`src/rtl/rs_scan_ctrl_pkg.sv`:
```
// Shared types and constants for the RS_FF scan-chain controller.
package rs_scan_pkg;

    typedef enum logic [1:0] {
        IDLE  = 2'd0,
        SHIFT = 2'd1,
        DRAIN = 2'd2
    } state_t;

    localparam logic OP_LOAD     = 1'b0;
    localparam logic OP_READBACK = 1'b1;

    localparam logic [15:0] CRC_POLY = 16'h1021;
    localparam logic [15:0] CRC_INIT = 16'hFFFF;

endpackage

```
`src/rtl/rs_scan_ctrl_if.sv`:
```
// Host word streams: in_* carries chain data to the controller, out_* returns captured words.
interface rs_scan_ctrl_if #(
    parameter int unsigned WORD_W = 8
);
    logic [WORD_W-1:0] in_data;
    logic              in_valid;
    logic              in_ready;
    logic [WORD_W-1:0] out_data;
    logic              out_valid;
    logic              out_ready;

    modport master (
        output in_data, in_valid, out_ready,
        input  in_ready, out_data, out_valid
    );

    modport slave (
        input  in_data, in_valid, out_ready,
        output in_ready, out_data, out_valid
    );
endinterface

```
`src/rtl/rs_scan_ctrl_crc16.sv`:
```
// Bit-serial CRC-16-CCITT; crc_next is the value after absorbing din this cycle.
module rs_scan_crc16
    import rs_scan_pkg::*;
(
    input  logic        clk,
    input  logic        rst_n,
    input  logic        clr,
    input  logic        en,
    input  logic        din,
    output logic [15:0] crc_next
);
    logic [15:0] crc;

    always_comb begin
        crc_next = {crc[14:0], 1'b0} ^ ((crc[15] ^ din) ? CRC_POLY : '0);
    end

    always_ff @(posedge clk or negedge rst_n) begin
        if (!rst_n) begin
            crc <= CRC_INIT;
        end else if (clr) begin
            crc <= CRC_INIT;
        end else if (en) begin
            crc <= crc_next;
        end
    end
endmodule

```
`src/rtl/rs_scan_ctrl.sv`:
```
// Scan-chain LOAD/READBACK controller for a chain of CHAIN_LEN RS_FF cells.
// Define RS_SCAN_CTRL_CRC_EN to check a CRC-16 of the loaded bitstream against crc_exp.
module rs_scan_ctrl
    import rs_scan_pkg::*;
#(
    parameter int unsigned CHAIN_LEN = 64,
    parameter int unsigned WORD_W    = 8
) (
    input  logic           CK,
    input  logic           R,
    input  logic           start,
    input  logic           op,
    input  logic           abort,
    rs_scan_ctrl_if.slave  host,
    output logic           SE,
    output logic           SI,
    input  logic           CHAIN_SO,
    output logic           SCAN_MODE,
    output logic           cfg_done,
    output logic           busy,
    output logic           done,
    output logic           err
`ifdef RS_SCAN_CTRL_CRC_EN
    ,
    input  logic [15:0]    crc_exp
`endif
);
    localparam int unsigned WORDS = CHAIN_LEN / WORD_W;
    localparam int unsigned CW    = $clog2(CHAIN_LEN + 1);
    localparam int unsigned WCW   = $clog2(WORDS + 1);
    localparam int unsigned BCW   = $clog2(WORD_W + 1);
    localparam int unsigned PCW   = $clog2(WORD_W);

    localparam logic [CW-1:0]  LAST_BIT  = CW'(CHAIN_LEN - 1);
    localparam logic [WCW-1:0] WORDS_L   = WCW'(WORDS);
    localparam logic [BCW-1:0] FULL      = BCW'(WORD_W);
    localparam logic [PCW-1:0] PACK_LAST = PCW'(WORD_W - 1);

    state_t            state, state_nx;
    logic              op_r;
    logic [CW-1:0]     bit_cnt;
    logic [WCW-1:0]    word_cnt;
    logic [WORD_W-1:0] in_buf;
    logic [BCW-1:0]    in_bits;
    logic [WORD_W-2:0] cap_sr;
    logic [PCW-1:0]    cap_cnt;
    logic [WORD_W-1:0] out_data_r;
    logic              out_valid_r;
    logic              cfg_done_r;
    logic              done_r;

    logic se, in_rdy, cap_block, op_done, load_done, crc_ok;

    always_ff @(posedge CK or negedge R) begin
        if (!R) begin
            state <= IDLE;
        end else begin
            state <= state_nx;
        end
    end

    always_comb begin
        state_nx  = state;
        se        = 1'b0;
        in_rdy    = 1'b0;
        cap_block = 1'b0;
        case (state)
            IDLE: begin
                if (start) state_nx = SHIFT;
            end
            SHIFT: begin
                // Hold the bit that would complete a word while the previous word is still unread.
                cap_block = (op_r == OP_READBACK) && (cap_cnt == PACK_LAST) &&
                            out_valid_r && !host.out_ready;
                se        = (in_bits != '0) && !cap_block;
                in_rdy    = ((in_bits == '0) || ((in_bits == BCW'(1)) && se)) &&
                            (word_cnt != WORDS_L);
                if (se && (bit_cnt == LAST_BIT)) begin
                    state_nx = (op_r == OP_LOAD) ? IDLE : DRAIN;
                end
            end
            DRAIN: begin
                if (out_valid_r && host.out_ready) state_nx = IDLE;
            end
            default: state_nx = IDLE;
        endcase
        if (abort) state_nx = IDLE;
    end

    assign op_done   = !abort && (state != IDLE) && (state_nx == IDLE);
    assign load_done = op_done && (op_r == OP_LOAD);

    always_ff @(posedge CK or negedge R) begin
        if (!R) begin
            op_r        <= OP_LOAD;
            bit_cnt     <= '0;
            word_cnt    <= '0;
            in_buf      <= '0;
            in_bits     <= '0;
            cap_sr      <= '0;
            cap_cnt     <= '0;
            out_data_r  <= '0;
            out_valid_r <= 1'b0;
            cfg_done_r  <= 1'b0;
            done_r      <= 1'b0;
        end else begin
            done_r <= op_done;
            if (abort) begin
                bit_cnt     <= '0;
                word_cnt    <= '0;
                in_bits     <= '0;
                cap_cnt     <= '0;
                out_valid_r <= 1'b0;
                cfg_done_r  <= 1'b0;
            end else if (state == IDLE) begin
                if (start) begin
                    op_r       <= op;
                    bit_cnt    <= '0;
                    word_cnt   <= '0;
                    in_bits    <= '0;
                    cap_cnt    <= '0;
                    cfg_done_r <= 1'b0;
                end
            end else begin
                if (se) begin
                    in_buf  <= in_buf >> 1;
                    in_bits <= in_bits - 1'b1;
                    bit_cnt <= bit_cnt + 1'b1;
                end
                if (host.in_valid && in_rdy) begin
                    in_buf   <= host.in_data;
                    in_bits  <= FULL;
                    word_cnt <= word_cnt + 1'b1;
                end
                if (out_valid_r && host.out_ready) out_valid_r <= 1'b0;
                if (se && (op_r == OP_READBACK)) begin
                    cap_sr  <= {CHAIN_SO, cap_sr[WORD_W-2:1]};
                    cap_cnt <= cap_cnt + 1'b1;
                    if (cap_cnt == PACK_LAST) begin
                        out_data_r  <= {CHAIN_SO, cap_sr};
                        out_valid_r <= 1'b1;
                    end
                end
                if (load_done) cfg_done_r <= crc_ok;
            end
        end
    end

`ifdef RS_SCAN_CTRL_CRC_EN
    logic [15:0] crc_nx;
    logic [15:0] crc_exp_r;
    logic        err_r;
    logic        op_accept;

    assign op_accept = (state == IDLE) && start && !abort;

    rs_scan_crc16 u_crc (
        .clk      (CK),
        .rst_n    (R),
        .clr      (op_accept),
        .en       (se),
        .din      (SI),
        .crc_next (crc_nx)
    );

    // Completion happens on the final shift edge, so compare the post-update CRC.
    assign crc_ok = (crc_nx == crc_exp_r);

    always_ff @(posedge CK or negedge R) begin
        if (!R) begin
            crc_exp_r <= '0;
            err_r     <= 1'b0;
        end else if (op_accept) begin
            crc_exp_r <= crc_exp;
            err_r     <= 1'b0;
        end else if (load_done) begin
            err_r <= !crc_ok;
        end
    end

    assign err = err_r;
`else
    assign crc_ok = 1'b1;
    assign err    = 1'b0;
`endif

    assign SE             = se;
    assign SI             = se & in_buf[0];
    assign SCAN_MODE      = (state == SHIFT);
    assign busy           = (state != IDLE);
    assign done           = done_r;
    assign cfg_done       = cfg_done_r;
    assign host.in_ready  = in_rdy;
    assign host.out_data  = out_data_r;
    assign host.out_valid = out_valid_r;
endmodule

```
`src/flat_wrapper.sv`:
```
// flat-port wrapper written by rule: the top's interface ports become plain ports
module rs_scan_ctrl_flat import rs_scan_pkg::*;
#(
    parameter int unsigned CHAIN_LEN = 64,
    parameter int unsigned WORD_W    = 8
)
  (CK, R, start, op, abort, SE, SI, CHAIN_SO, SCAN_MODE, cfg_done, busy, done, err, host_in_data, host_in_valid, host_out_ready, host_in_ready, host_out_data, host_out_valid);
  rs_scan_ctrl_if #(.WORD_W(WORD_W)) host_i ();
  input  logic CK;
  input  logic R;
  input  logic start;
  input  logic op;
  input  logic abort;
  output logic SE;
  output logic SI;
  input  logic CHAIN_SO;
  output logic SCAN_MODE;
  output logic cfg_done;
  output logic busy;
  output logic done;
  output logic err;
  input wire logic [$bits(host_i.in_data)-1:0] host_in_data;
  input wire logic [$bits(host_i.in_valid)-1:0] host_in_valid;
  input wire logic [$bits(host_i.out_ready)-1:0] host_out_ready;
  output wire logic [$bits(host_i.in_ready)-1:0] host_in_ready;
  output wire logic [$bits(host_i.out_data)-1:0] host_out_data;
  output wire logic [$bits(host_i.out_valid)-1:0] host_out_valid;
  assign host_i.in_data = host_in_data;
  assign host_i.in_valid = host_in_valid;
  assign host_i.out_ready = host_out_ready;
  assign host_in_ready = host_i.in_ready;
  assign host_out_data = host_i.out_data;
  assign host_out_valid = host_i.out_valid;
  rs_scan_ctrl #(.CHAIN_LEN(CHAIN_LEN), .WORD_W(WORD_W)) u_core (.CK(CK), .R(R), .start(start), .op(op), .abort(abort), .host(host_i), .SE(SE), .SI(SI), .CHAIN_SO(CHAIN_SO), .SCAN_MODE(SCAN_MODE), .cfg_done(cfg_done), .busy(busy), .done(done), .err(err));
endmodule
```
`config.mk`:
```
export PLATFORM = sky130hd
export DESIGN_NAME = rs_scan_ctrl_flat
export DESIGN_NICKNAME = d
export VERILOG_FILES = /design/src/rtl/rs_scan_ctrl_pkg.sv /design/src/rtl/rs_scan_ctrl_if.sv /design/src/rtl/rs_scan_ctrl_crc16.sv /design/src/rtl/rs_scan_ctrl.sv /design/src/flat_wrapper.sv
export SDC_FILE = /design/constraint.sdc
export NUM_CORES = 1
export LEC_CHECK = 0
export ABC_AREA = 1
export BUFFER_PORTS_ARGS = -buffer_cell sky130_fd_sc_hd__buf_4
export CAP_MARGIN = 20
export CORE_ASPECT_RATIO = 2
export CORE_MARGIN = 5
export CORE_UTILIZATION = 60
export DETAILED_ROUTE_END_ITERATION = 7
export PLACE_DENSITY = 0.84
export SYNTH_ARGS = -nofsm -noshare
export SYNTH_HDL_FRONTEND = slang
export SYNTH_SLANG_ARGS = --single-unit
```
`constraint.sdc`:
```
create_clock -name CK -period 4.5 [get_ports CK]
set_input_delay 0.675 -clock CK [delete_from_list [all_inputs] [get_ports CK]]
set_output_delay 0.675 -clock CK [all_outputs]
set_load 0.1 [all_outputs]
```
Word level (Yosys, flattened, before mapping)
Cells that the tools add are included.
{"block": "word_totals", "register_bits": 47, "input_bits": 16, "word_cells": 100, "output_inout_bits": 17}
{"block": "classes", "n_eq_ne": 8, "reduce_logical": 37, "bitwise": 4, "muxes": 35, "addsub": 4}
{"operator": "two-way mux 4 bit", "count": 8}
{"operator": "two-way mux 7 bit", "count": 4}
{"operator": "two-way mux 8 bit", "count": 2}
{"operator": "logical AND 1 bit", "count": 13}
{"operator": "two-way mux 3 bit", "count": 4}
{"operator": "nonzero test 3 bit", "count": 4}
{"operator": "two-way mux 1 bit", "count": 11}
{"operator": "two-way mux 2 bit", "count": 5}
{"operator": "AND reduction 2 bit", "count": 5}
{"operator": "AND reduction 3 bit", "count": 3}
{"operator": "nonzero test 4 bit", "count": 2}
{"operator": "adder 7 x 1 -> 7 bit (second input constant)", "count": 1}
{"operator": "equality test 7 x 6 -> 1 bit (second input constant)", "count": 1}
{"operator": "case mux 2 bit (3 select lines)", "count": 1}
{"operator": "adder 4 x 1 -> 4 bit (second input constant)", "count": 1}
{"operator": "equality test 4 x 1 -> 1 bit (second input constant)", "count": 1}
{"operator": "zero test 2 bit", "count": 2}
{"operator": "zero test 4 bit", "count": 1}
{"operator": "inequality test 4 bit (second input constant)", "count": 1}
{"operator": "AND reduction 4 bit", "count": 1}
{"operator": "nonzero test 2 bit", "count": 2}
{"operator": "subtractor 4 x 1 -> 4 bit (second input constant)", "count": 1}
{"operator": "adder 3 x 1 -> 3 bit (second input constant)", "count": 1}
{"operator": "equality test 3 bit (second input constant)", "count": 1}
{"operator": "other kinds (8)", "count": 12}

Logic depth before layout (Yosys ltp)
Gate-level depths: netlist (run 1).
{"block": "logic_depth", "word_depth": 16, "depth_mapped": 13, "mapped_depth_nobuf": 12}

Worst setup path before layout (run 1)
OpenSTA, ideal clock, no wires.
{"block": "synth_path", "path_kind": "reg-to-output", "from": "register u_core.out_valid_r (netlist: u_core.host.out_valid)", "to": "output SI", "slack_ps": 1395, "path_buffers": 0, "required_ps": 3825, "path_stages_with_launch": 6, "arrival_time_ps": 2430, "cell_sequence": "dfrtp_1 -> inv_1 -> nor2_1 -> nand2_2 -> nand3_4 -> nor2_1"}
{"block": "synth_between", "elab_chain_len": 6}
{"element": "start: declaration", "line": "rs_scan_ctrl.sv:48", "source": "logic out_valid_r;"}
{"element": "start signal: assignment", "line": "rs_scan_ctrl.sv:103", "source": "out_valid_r <= 1'b0;"}
{"element": "start signal: assignment", "line": "rs_scan_ctrl.sv:113", "source": "out_valid_r <= 1'b0;"}
{"element": "start signal: assignment", "line": "rs_scan_ctrl.sv:135", "source": "if (out_valid_r && host.out_ready) out_valid_r <= 1'b0;"}
{"element": "logical AND 1 bit", "line": "rs_scan_ctrl.sv:73", "source": "cap_block = (op_r == OP_READBACK) && (cap_cnt == PACK_LAST) &&"}
{"element": "logical AND 1 bit", "line": "rs_scan_ctrl.sv:74", "source": "out_valid_r && !host.out_ready;"}
{"element": "zero test 1 bit", "line": "rs_scan_ctrl.sv:75", "source": "se = (in_bits != '0) && !cap_block;"}
{"element": "logical AND 1 bit", "line": "rs_scan_ctrl.sv:75"}
{"element": "two-way mux 1 bit", "line": "rs_scan_ctrl.sv:67", "source": "case (state)"}
{"element": "bitwise AND 1 bit", "line": "rs_scan_ctrl.sv:188", "source": "assign SI = se & in_buf[0];"}
{"element": "end: declaration", "line": "flat_wrapper.sv:15", "source": "output logic SI;"}
Every way passes these cells.

Final worst setup path (run 1)
{"block": "layout_path", "from": "register u_core.cap_cnt[0]", "to": "output host_in_ready"}
{"block": "layout_between", "elab_chain_len": 10}
{"element": "start: declaration", "line": "rs_scan_ctrl.sv:46", "source": "logic [PCW-1:0] cap_cnt;"}
{"element": "start signal: assignment", "line": "rs_scan_ctrl.sv:138", "source": "cap_cnt <= cap_cnt + 1'b1;"}
{"element": "equality test 3 bit", "line": "rs_scan_ctrl.sv:73"}
{"element": "logical AND 1 bit (2 in a row)", "line": "rs_scan_ctrl.sv:73"}
{"element": "logical AND 1 bit", "line": "rs_scan_ctrl.sv:74"}
{"element": "zero test 1 bit", "line": "rs_scan_ctrl.sv:75"}
{"element": "logical AND 1 bit", "line": "rs_scan_ctrl.sv:75"}
{"element": "logical AND 1 bit", "line": "rs_scan_ctrl.sv:76", "source": "in_rdy = ((in_bits == '0) || ((in_bits == BCW'(1)) && se)) &&"}
{"element": "logical OR 1 bit", "line": "rs_scan_ctrl.sv:76"}
{"element": "logical AND 1 bit", "line": "rs_scan_ctrl.sv:76"}
{"element": "two-way mux 1 bit", "line": "rs_scan_ctrl.sv:67"}
{"element": "end: declaration", "line": "flat_wrapper.sv:25", "source": "output wire logic [$bits(host_i.in_ready)-1:0] host_in_ready;"}
Every way passes these cells.

==> results.yml, run 1 <==
placed_design:
  gp_congestion: 0.794
  port_buffers: 31
  dpl.hpwl_um: 3830
  dp_cells: 363
worst_setup_path:
  path_max_fanout: 9
  worstPathRequired_ns: 3.83
  startpoint: "u_core.cap_cnt[0]"
  reg2regPathDepth: 10
  path_cells: "ha_1 -> ha_1 -> nand2_1 -> inv_1 -> nand2_2 -> nand2_2 -> a21oi_4 -> buf_4"
  arrival_ns: 2.13
  worst_setup_path_start_kind: "flop"
  crit_type: "reg2out"
  crit_path_end_kind: "output port"
  path_delay_family: "adder cells"
  reg2reg_from: "u_core.cap_cnt[0]"
  path_buf_inv: 2
  cp.depth: 8
  cp_slowest_cell: "dfrtp_1"
  cp_slowest_stage_delay_ns: 0.41
sta:
  min_period_ns: 2.81
  setup_tns_ns: 0
  period_share_pct: 62.4
  tightest_slew_ns: 0.582
  finClkSkew_ns: 0.0104
  fmax_mhz: 356
  drv_slew: 0
  slew_headroom_pct: 61.2
  setup_viol: 0
  hold_violations: 0
  rsz0062_at_grt: "false"
layout:
  finalNetCount: 342
  area_growth_pct: 13.5
  fill_cells: 316
  multiInputGateArea_mm2: 0.00104
  final-seq-area_mm2: 0.00118
  drive_above_1_share_pct: 19.5
  diodes: 0
  stdcell_count: 369
grt:
  busiest_layer: "met2"
  overflow: 0
  grt_pass1_wl_um: 9000
  met1_usage_pct: 23.8
  met3_usage_pct: 4.16
  grt_antenna_before_repair: 0
  use_met2_pct: 39.6
  grt_pass1_vias: 2064
  grt_usage_pct: 22.3
  grt_max_degree: 48
logic_synthesis:
  syn_inst: 287
  yosysSeqAreaShare_pct: 48.6
  yosysWarnings: 0
  ys_types: 33
  syn_area_per_cell_um2: 8.44
  syn_nets: 310
  syn_area_mm2: 0.00242
  yosys_register_bits: 47
routing:
  first_pass_iters: 4
  drtAntennaViolNets: 0
  num_vias: 1970
  via_per_inst: 5.34
  drc: 0
  routed_wl_um: 5130
  drtIter0Drc: 48
  wire_per_inst_um: 13.9
clock_network:
  cts_max_level: 2
  clk_pin_slew_ns: 0.09
  clockBufferDepth: 2
  numCtsBuffers: 5
  cts_tree: "done"
  cts_hold_buf: 0
  clock_latency_ns: 0.30
  cts-resized-gates: 0
  cts_setup_buffers: 0
  cts.sinks: 47
  clockRootBuffer: "clkbuf_8"
floorplan:
  die_area_mm2: 0.00549
  fp-row-count: 32
  pin_count: 33
  start_util_pct: 62.4
  core_mm2: 0.00388
  fp.dieH_um: 99.9
  dieWidth_um: 54.9
job:
  cap_violations: 0
pwr:
  leakagePower_nw: 1.48
  powerDensity_mw_per_mm2: 402
  max-vdd-ir-drop_mv: 0.341
worst_hold_path:
  hold_class: "in2async"
run_status:
  status: "complete, no violations"
[final cells by class]
| class | instances | area share (%) |
|---|---|---|
| timing repair buffer | 31 | 8.47 |
| tap | 51 | 2.32 |
| clock buffer | 6 | 2.64 |
| sequential | 47 | 42.8 |
| inverter | 42 | 5.83 |
| multi-input combinational | 192 | 38.0 |
[final timing paths]
check	endpoint	slack [ns]
min reg2reg	u_core.cap_sr[4]	0.49
max reg2reg	u_core.in_buf[0]	2.21
min in group CK	u_core.cap_sr[4]	0.49
max in group asynchronous	u_core.bit_cnt[4]	3.73
min	u_core.word_cnt[0]	0.36
max	host_in_ready	1.69
[routing by layer]
layer,vias to the layer above,wire length [um]
li1,980,-
met1,931,1870
met2,43,2890
met3,16,205
met4,0,161
met5,-,0
[where the power goes]
group	switching [mW]	internal, mW	total [mW]
combinational	0.230	0.0992	0.330
clock	0.129	0.104	0.233
sequential	0.0449	0.497	0.542
total	0.404	0.700	1.10
[Yosys cell counts]
| master | instances | area [um2] |
|---|---|---|
| nand2_1 | 78 | 293 |
| dfrtp_1 | 47 | 1180 |
| inv_1 | 36 | 135 |
| nand3_1 | 33 | 165 |
| o21ai_0 | 14 | 70.1 |
| nor2_1 | 13 | 48.8 |
| a21oi_1 | 11 | 55.1 |
| ha_1 | 7 | 87.6 |
| o21ai_2 | 6 | 52.6 |
| inv_2 | 5 | 18.8 |
| nand2_2 | 4 | 25.0 |
| buf_4 | 3 | 22.5 |
| nor3b_1 | 3 | 22.5 |
| o21ai_1 | 3 | 15.0 |
| nand2_4 | 2 | 22.5 |
| nand3_2 | 2 | 20.0 |
| nand3_4 | 2 | 35.0 |
| nand4_1 | 2 | 12.5 |
| nor3_1 | 2 | 10.0 |
| a21oi_4 | 1 | 16.3 |
| a22oi_1 | 1 | 7.51 |
| a32o_1 | 1 | 10.0 |
| buf_1 | 1 | 3.75 |
| buf_2 | 1 | 5.00 |
| buf_6 | 1 | 11.3 |
| conb_1 | 1 | 3.75 |
| inv_4 | 1 | 6.26 |
| nor2_8 | 1 | 20.0 |
| o21a_1 | 1 | 7.51 |
| o21ai_4 | 1 | 16.3 |
| o22ai_1 | 1 | 6.26 |
| o22ai_2 | 1 | 12.5 |
| xor2_1 | 1 | 8.76 |
[flip-flops by register name (all words and copies together), names as in the netlist]
register / flops
u_core.state: 2
u_core.cap_sr: 7
u_core.in_buf: 8
u_core.bit_cnt: 7
u_core.host.out_data: 8
u_core.word_cnt: 4
u_core.cap_cnt: 3
u_core.op_r: 1
u_core.host.out_valid: 1
u_core.cfg_done: 1
u_core.done: 1
u_core.in_bits: 4
[metrics by stage]
step,power (mW),area (um2),hold WS [ns],setup slack (ns),util (%)
finish,1.10,2750,0.364,1.69,70.8
global route,1.18,2750,0.407,1.58,70.8
CTS,1.12,2750,0.388,1.68,70.8
detailed placement,0.880,2680,0.468,2.03,68.9
global placement,0.867,2680,0.459,2.11,68.9
floorplan,0.798,2420,0.379,1.40,-
[layout by cell type, fill, tap and decap left out]
cell / count
a21oi_1: 11
a21oi_4: 1
a22oi_1: 1
a32o_1: 1
buf_4: 31
clkbuf_1: 1
clkbuf_8: 5
conb_1: 1
dfrtp_1: 47
ha_1: 7
inv_1: 36
inv_2: 5
inv_4: 1
nand2_1: 78
nand2_2: 4
nand2_4: 2
nand3_1: 33
nand3_2: 2
nand3_4: 2
nand4_1: 2
nor2_1: 13
nor2_8: 1
nor3_1: 2
nor3b_1: 3
o21a_1: 1
o21ai_0: 14
o21ai_1: 3
o21ai_2: 6
o21ai_4: 1
o22ai_1: 1
o22ai_2: 1
xor2_1: 1
[worst register-to-register path, stage by stage, from the launching register on]
cell	delay, ns
dfrtp_1	0.41
ha_1	0.23
ha_1	0.25
nand2_1	0.08
inv_1	0.05
nand2_2	0.12
nand2_2	0.09
a21oi_4	0.26
nand3_2	0.27
nand2_1	0.29
o21ai_0	0.12
[logic make-up after synthesis]
| family | count (synthesis) | share of synthesized area (%) |
|---|---|---|
| AND/OR/NAND/NOR | 142 | 27.8 |
| buffers and inverters | 48 | 8.37 |
| flip-flops | 47 | 48.6 |
| AO/OA/AOI/OAI | 41 | 11.1 |
| adder cells (fa/ha/maj) | 7 | 3.62 |
| XOR/XNOR | 1 | 0.362 |
| other | 1 | 0.155 |
Note: power is estimated with default switching activity, not from simulation.
==> run 2, diff against run 1 <==
--- a/config.mk
+++ b/config.mk
@@ -5,14 +5,14 @@
 export SDC_FILE = /design/constraint.sdc
 export NUM_CORES = 1
 export LEC_CHECK = 0
-export ABC_AREA = 1
+export ABC_AREA = 0
 export BUFFER_PORTS_ARGS = -buffer_cell sky130_fd_sc_hd__buf_4
 export CAP_MARGIN = 20
 export CORE_ASPECT_RATIO = 2
 export CORE_MARGIN = 5
-export CORE_UTILIZATION = 60
+export CORE_UTILIZATION = 57
 export DETAILED_ROUTE_END_ITERATION = 7
-export PLACE_DENSITY = 0.84
+export PLACE_DENSITY = 0.8
 export SYNTH_ARGS = -nofsm -noshare
 export SYNTH_HDL_FRONTEND = slang
 export SYNTH_SLANG_ARGS = --single-unit
==> constraint.sdc (replaced) <==
create_clock -name CK -period 2.9 [get_ports CK]
set_input_delay 0.435 -clock CK [delete_from_list [all_inputs] [get_ports CK]]
set_output_delay 0.435 -clock CK [all_outputs]
set_load 0.1 [all_outputs]
==> run 2 against run 1 <==
Net effect:
- global-route usage shrank 3.7 points
- design area grew 0.55%
- routed wire length shrank 4.2%
- largest cell class unchanged
- largest power group unchanged
- highest routed layer unchanged
==> results.yml, run 2 <==
layout:
  drive_above_1_share_pct: 30.0
  final_area_mm2: 0.00276
  area_growth_pct: 15.0
  fin_util_pct: 67.6
  stdcell_count: 299
  diodes: 0
  mostFrequentLayoutCells: "47 x dfrtp_1, 32 x buf_4, 24 x inv_1, 13 x nand3_1, 12 x nand2_1"
  finalNetCount: 269
  layout_commonest_cell: "dfrtp_1"
worst_setup_path:
  worstPathRequired_ns: 2.47
  reg2reg_from: "u_core.cap_cnt[0]"
  crit_path_end_kind: "output port"
  crit_top_cell: "inv_1"
  startpoint: "u_core.in_bits[0]"
  crit_type: "reg2out"
  path_buf_inv: 3
  path_delay_family: "simple AND/OR/NAND/NOR gates"
  rr_endpoint: "u_core.in_buf[5]"
  path_max_fanout: 7
  reg2regPathDepth: 7
  arrival_ns: 2.23
  rrSetupSlack_ns: 0.58
  worst_setup_path_start_kind: "flop"
  path_cells: "inv_1 -> ha_1 -> or3b_4 -> nand3_1 -> inv_1 -> buf_4"
  cp_slowest_stage_delay_ns: 0.44
  cp_slowest_cell: "or3b_4"
logic_synthesis:
  yosys.area.top_type: "dfrtp_1"
  synth_top_area_share_pct: 48.9
  async_flop_share_pct: 100
  synth.most_common_cell: "dfrtp_1"
  syn_inst: 214
  syn_area_per_cell_um2: 11.2
  yosysWarnings: 0
  yosysSeqAreaShare_pct: 48.9
  syn_area_mm2: 0.00240
  ys_types: 54
  yosys_register_bits: 47
  syn_nets: 237
  synthFlopType: "dfrtp_1"
  synth-edff-count: 0
  ys_top_cells_by_count: "47 x dfrtp_1, 24 x inv_1, 13 x nand3_1, 12 x nand2_1, 11 x a21oi_1"
  synth_area_leaders: "dfrtp_1 49%, mux2_4 5.0%, mux2_2 4.2%"
clock_network:
  cts_setup_buffers: 0
  cts-resized-gates: 0
  clockRootBuffer: "clkbuf_8"
  cts.sinks: 47
  numCtsBuffers: 5
  clk_pin_slew_ns: 0.09
  cts_max_level: 2
  cts_tree: "done"
  cts_hold_buf: 0
  clockBufferDepth: 2
  clock_latency_ns: 0.30
sta:
  setup_viol: 0
  fmax_mhz: 376
  hold_violations: 0
  drv_slew: 0
  slew_headroom_pct: 57.9
  finClkSkew_ns: 0.00832
  worst_slack_ns: 0.240
  hold_ws_ns: 0.130
  rsz0062_at_grt: "false"
  min_period_ns: 2.66
  tightest_slew_ns: 0.628
  period_share_pct: 91.7
placed_design:
  dpl.hpwl_um: 3720
  place_area_mm2: 0.00267
  dp_cells: 291
  gp_congestion: 0.887
  port_buffers: 31
  dp_worst_setup_slack_ns: 0.560
grt:
  grt_usage_pct: 18.5
  grt_antenna_before_repair: 0
  grt_pass1_wl_um: 8530
  grt_max_degree: 48
  grt_pass1_vias: 1868
  overflow: 0
pwr:
  max-vdd-ir-drop_mv: 0.430
  powerDensity_mw_per_mm2: 535
  leakagePower_nw: 1.34
routing:
  num_vias: 1735
  via_per_inst: 5.80
  drtIter0Drc: 46
  first_pass_iters: 4
  wire_per_inst_um: 16.4
  routed_wl_um: 4910
  drtAntennaViolNets: 0
  drc: 0
floorplan:
  fp.dieH_um: 102
  die_area_mm2: 0.00569
  start_util_pct: 58.8
  pin_count: 33
  dieWidth_um: 55.9
  fp-row-count: 33
  core_mm2: 0.00409
run_status:
  status: "complete, no violations"
job:
  cap_violations: 0
worst_hold_path:
  hold_class: "in2async"
==> run 2: worst max path at each step <==
stage,to,cells past startpoint
floorplan,host_in_ready,3
global placement,SE,6
detailed placement,SE,6
CTS,SE,6
global route,SE,6
finish,SE,6
==> run 2: final cells by class <==
class	count	area, um2
clock buffers	6	82.6
clock inverters	2	16.3
fillers	315	1320
inverters	25	95.1
multi-input cells	135	1090
flip-flops and latches	47	1180
well taps	52	65.1
repair buffers	32	240
==> run 2: cells by family after synthesis <==
logic type | count (synthesis) | share of synthesized area (%)
simple gates | 65 | 17.1
flops | 47 | 48.9
compound gates | 41 | 13.4
buf+inv | 32 | 6.09
mux | 17 | 9.21
fa+ha+maj | 7 | 3.64
xor+xnor | 4 | 1.46
other cells | 1 | 0.156
==> run 2: power breakdown <==
part | switching, mW | leakage (nW) | internal [mW]
registers | 0.0436 | 0.623 | 0.723
clock network | 0.223 | 0.0474 | 0.195
logic | 0.190 | 0.669 | 0.103
total | 0.457 | 1.34 | 1.02
==> run 2: metrics by stage <==
step                power (mW)  TNS, ns
finish                    1.48        0
global route              1.56        0
CTS                       1.49        0
detailed placement        1.07        0
global placement          1.06        0
floorplan                0.995  -0.0283
==> run 2: layer usage <==
metal | track usage [%] | up-vias | part of all wire, %
met5 | 0 | - | 0
met4 | 7.68 | 0 | 2.0
met3 | 3.41 | 11 | 3.5
met2 | 35.5 | 32 | 56
met1 | 19.7 | 855 | 38
li1 | - | 837 | -
==> run 3, diff against run 2 <==
--- a/config.mk
+++ b/config.mk
@@ -8,7 +8,6 @@
 export ABC_AREA = 0
 export BUFFER_PORTS_ARGS = -buffer_cell sky130_fd_sc_hd__buf_4
 export CAP_MARGIN = 20
-export CORE_ASPECT_RATIO = 2
 export CORE_MARGIN = 5
 export CORE_UTILIZATION = 57
 export DETAILED_ROUTE_END_ITERATION = 7
==> run 3 against run 2 <==
Net effect:
- clock power is 18% higher
- largest cell class unchanged
- worst setup slack worse by 0.0044 ns
- fmax is 0.17% lower
- first-iteration DRC count grew to 3.2 times the previous value
==> results.yml, run 3 (synthesized netlist as in run 2, its figures left out) <==
run_status:
  status: "complete, no violations"
sta:
  slew_headroom_pct: 61.1
  min_period_ns: 2.66
  fmax_mhz: 375
  drv_slew: 0
  hold_violations: 0
  tightest_slew_ns: 0.583
  period_share_pct: 91.9
  setup_viol: 0
  setup_tns_ns: 0
  hold_ws_ns: 0.130
  finClkSkew_ns: 0.00719
  rsz0062_at_grt: "false"
layout:
  final-seq-area_mm2: 0.00118
  area_growth_pct: 15.6
  drive_above_1_share_pct: 30.0
  stdcell_count: 297
  fill_cells: 299
  final_area_mm2: 0.00278
  multiInputGateArea_mm2: 0.00109
  diodes: 0
  finalNetCount: 269
  layout_commonest_cell: "dfrtp_1"
  mostFrequentLayoutCells: "47 x dfrtp_1, 32 x buf_4, 24 x inv_1, 13 x nand3_1, 12 x nand2_1"
clock_network:
  cts_hold_buf: 0
  clk_pin_slew_ns: 0.09
  cts.sinks: 47
  cts_tree: "done"
  clockBufferDepth: 2
  clockRootBuffer: "clkbuf_8"
  cts_max_level: 2
  cts_setup_buffers: 0
  clock_latency_ns: 0.31
  numCtsBuffers: 5
  cts-resized-gates: 0
pwr:
  leakagePower_nw: 1.35
  powerDensity_mw_per_mm2: 558
  max-vdd-ir-drop_mv: 0.449
  p_total_mw: 1.55
placed_design:
  gp_congestion: 0.860
  dpl.hpwl_um: 3400
  place_area_mm2: 0.00266
  dp_cells: 289
  port_buffers: 31
worst_setup_path:
  crit_path_end_kind: "output port"
  cp_slowest_stage_delay_ns: 0.44
  arrival_ns: 2.23
  worstPathRequired_ns: 2.47
  worst_setup_path_start_kind: "flop"
  crit_top_cell: "inv_1"
  cp_slowest_cell: "or3b_4"
  path_cells: "inv_1 -> ha_1 -> or3b_4 -> nand3_1 -> inv_1 -> buf_4"
  path_max_fanout: 7
  crit_type: "reg2out"
floorplan:
  fp.dieH_um: 74.9
  core_mm2: 0.00406
  die_area_mm2: 0.00562
  fp-row-count: 23
  start_util_pct: 59.2
  pin_count: 33
  dieWidth_um: 74.9
routing:
  num_vias: 1738
  first_pass_iters: 4
  via_per_inst: 5.85
  drtIter0Drc: 147
  drc: 0
  wire_per_inst_um: 15.9
  routed_wl_um: 4720
  drtAntennaViolNets: 0
grt:
  grt_pass1_vias: 1693
  overflow: 0
  grt_antenna_before_repair: 0
  grt_usage_pct: 19.2
  grt_pass1_wl_um: 8070
  grt_max_degree: 48
worst_hold_path:
  hold_class: "in2async"
job:
  cap_violations: 0
-- run 3: changes by cell type in the layout (fill, tap and decap cells not counted) --
cell / delta
bufinv_16: +1
clkbuf_8: -1
clkinvlp_4: -1
inv_6: +1
-- run 3: power by group --
group	leakage (nW)	internal [mW]	switching (mW)
Sequential	0.623	0.723	0.0424
Combinational	0.669	0.103	0.190
Clock	0.0587	0.261	0.231
Total	1.35	1.09	0.463
-- run 3: path summary, 6_finish.rpt --
check / from / end / slack, ns / cells past startpoint
max in group asynchronous: R / u_core.in_buf[0] / 2.38 / 1
worst min-delay path: R / u_core.in_bits[0] / 0.13 / 1
worst max-delay path: u_core.in_bits[0] / SE / 0.24 / 6
min in group CK: op / u_core.op_r / 0.35 / 2
worst min register to register: u_core.cfg_done / u_core.cfg_done / 0.50 / 2
worst max register to register: u_core.cap_cnt[0] / u_core.host.out_data[0] / 0.56 / 6
-- run 3: worst max-delay path, delay by kind of cell, from the launching register on --
| family | cells | cell delay [ns] |
|---|---|---|
| adder cells (fa/ha/maj) | 1 | 0.24 |
| buffers and inverters | 3 | 0.57 |
| AND/OR/NAND/NOR | 2 | 0.70 |
| flip-flops | 1 | 0.42 |
-- run 3: through the flow --
| stage | utilization, % | setup slack, ns |
|---|---|---|
| after floorplan | - | -0.0283 |
| after global placement | 65.6 | 0.653 |
| after detailed placement | 65.6 | 0.589 |
| after CTS | 68.5 | 0.225 |
| after global routing | 68.5 | 0.0930 |
| final | 68.5 | 0.235 |
-- run 3: area by class of cell --
class	count	share of cell area, %
sequential	47	42.3
multi-input combinational	135	39.2
timing repair buffer	32	8.64
inverter	25	3.42
clock buffer	5	2.48
tap	50	2.25
clock inverter	3	1.71
-- run 3: metal layers --
metal | vias up | global-route usage [%] | share of wire (%)
met4 | 0 | 7.91 | 1.6
met2 | 36 | 28.6 | 47
met1 | 848 | 27.2 | 47
met3 | 7 | 4.41 | 4.5
met5 | - | 0 | 0
li1 | 847 | - | -
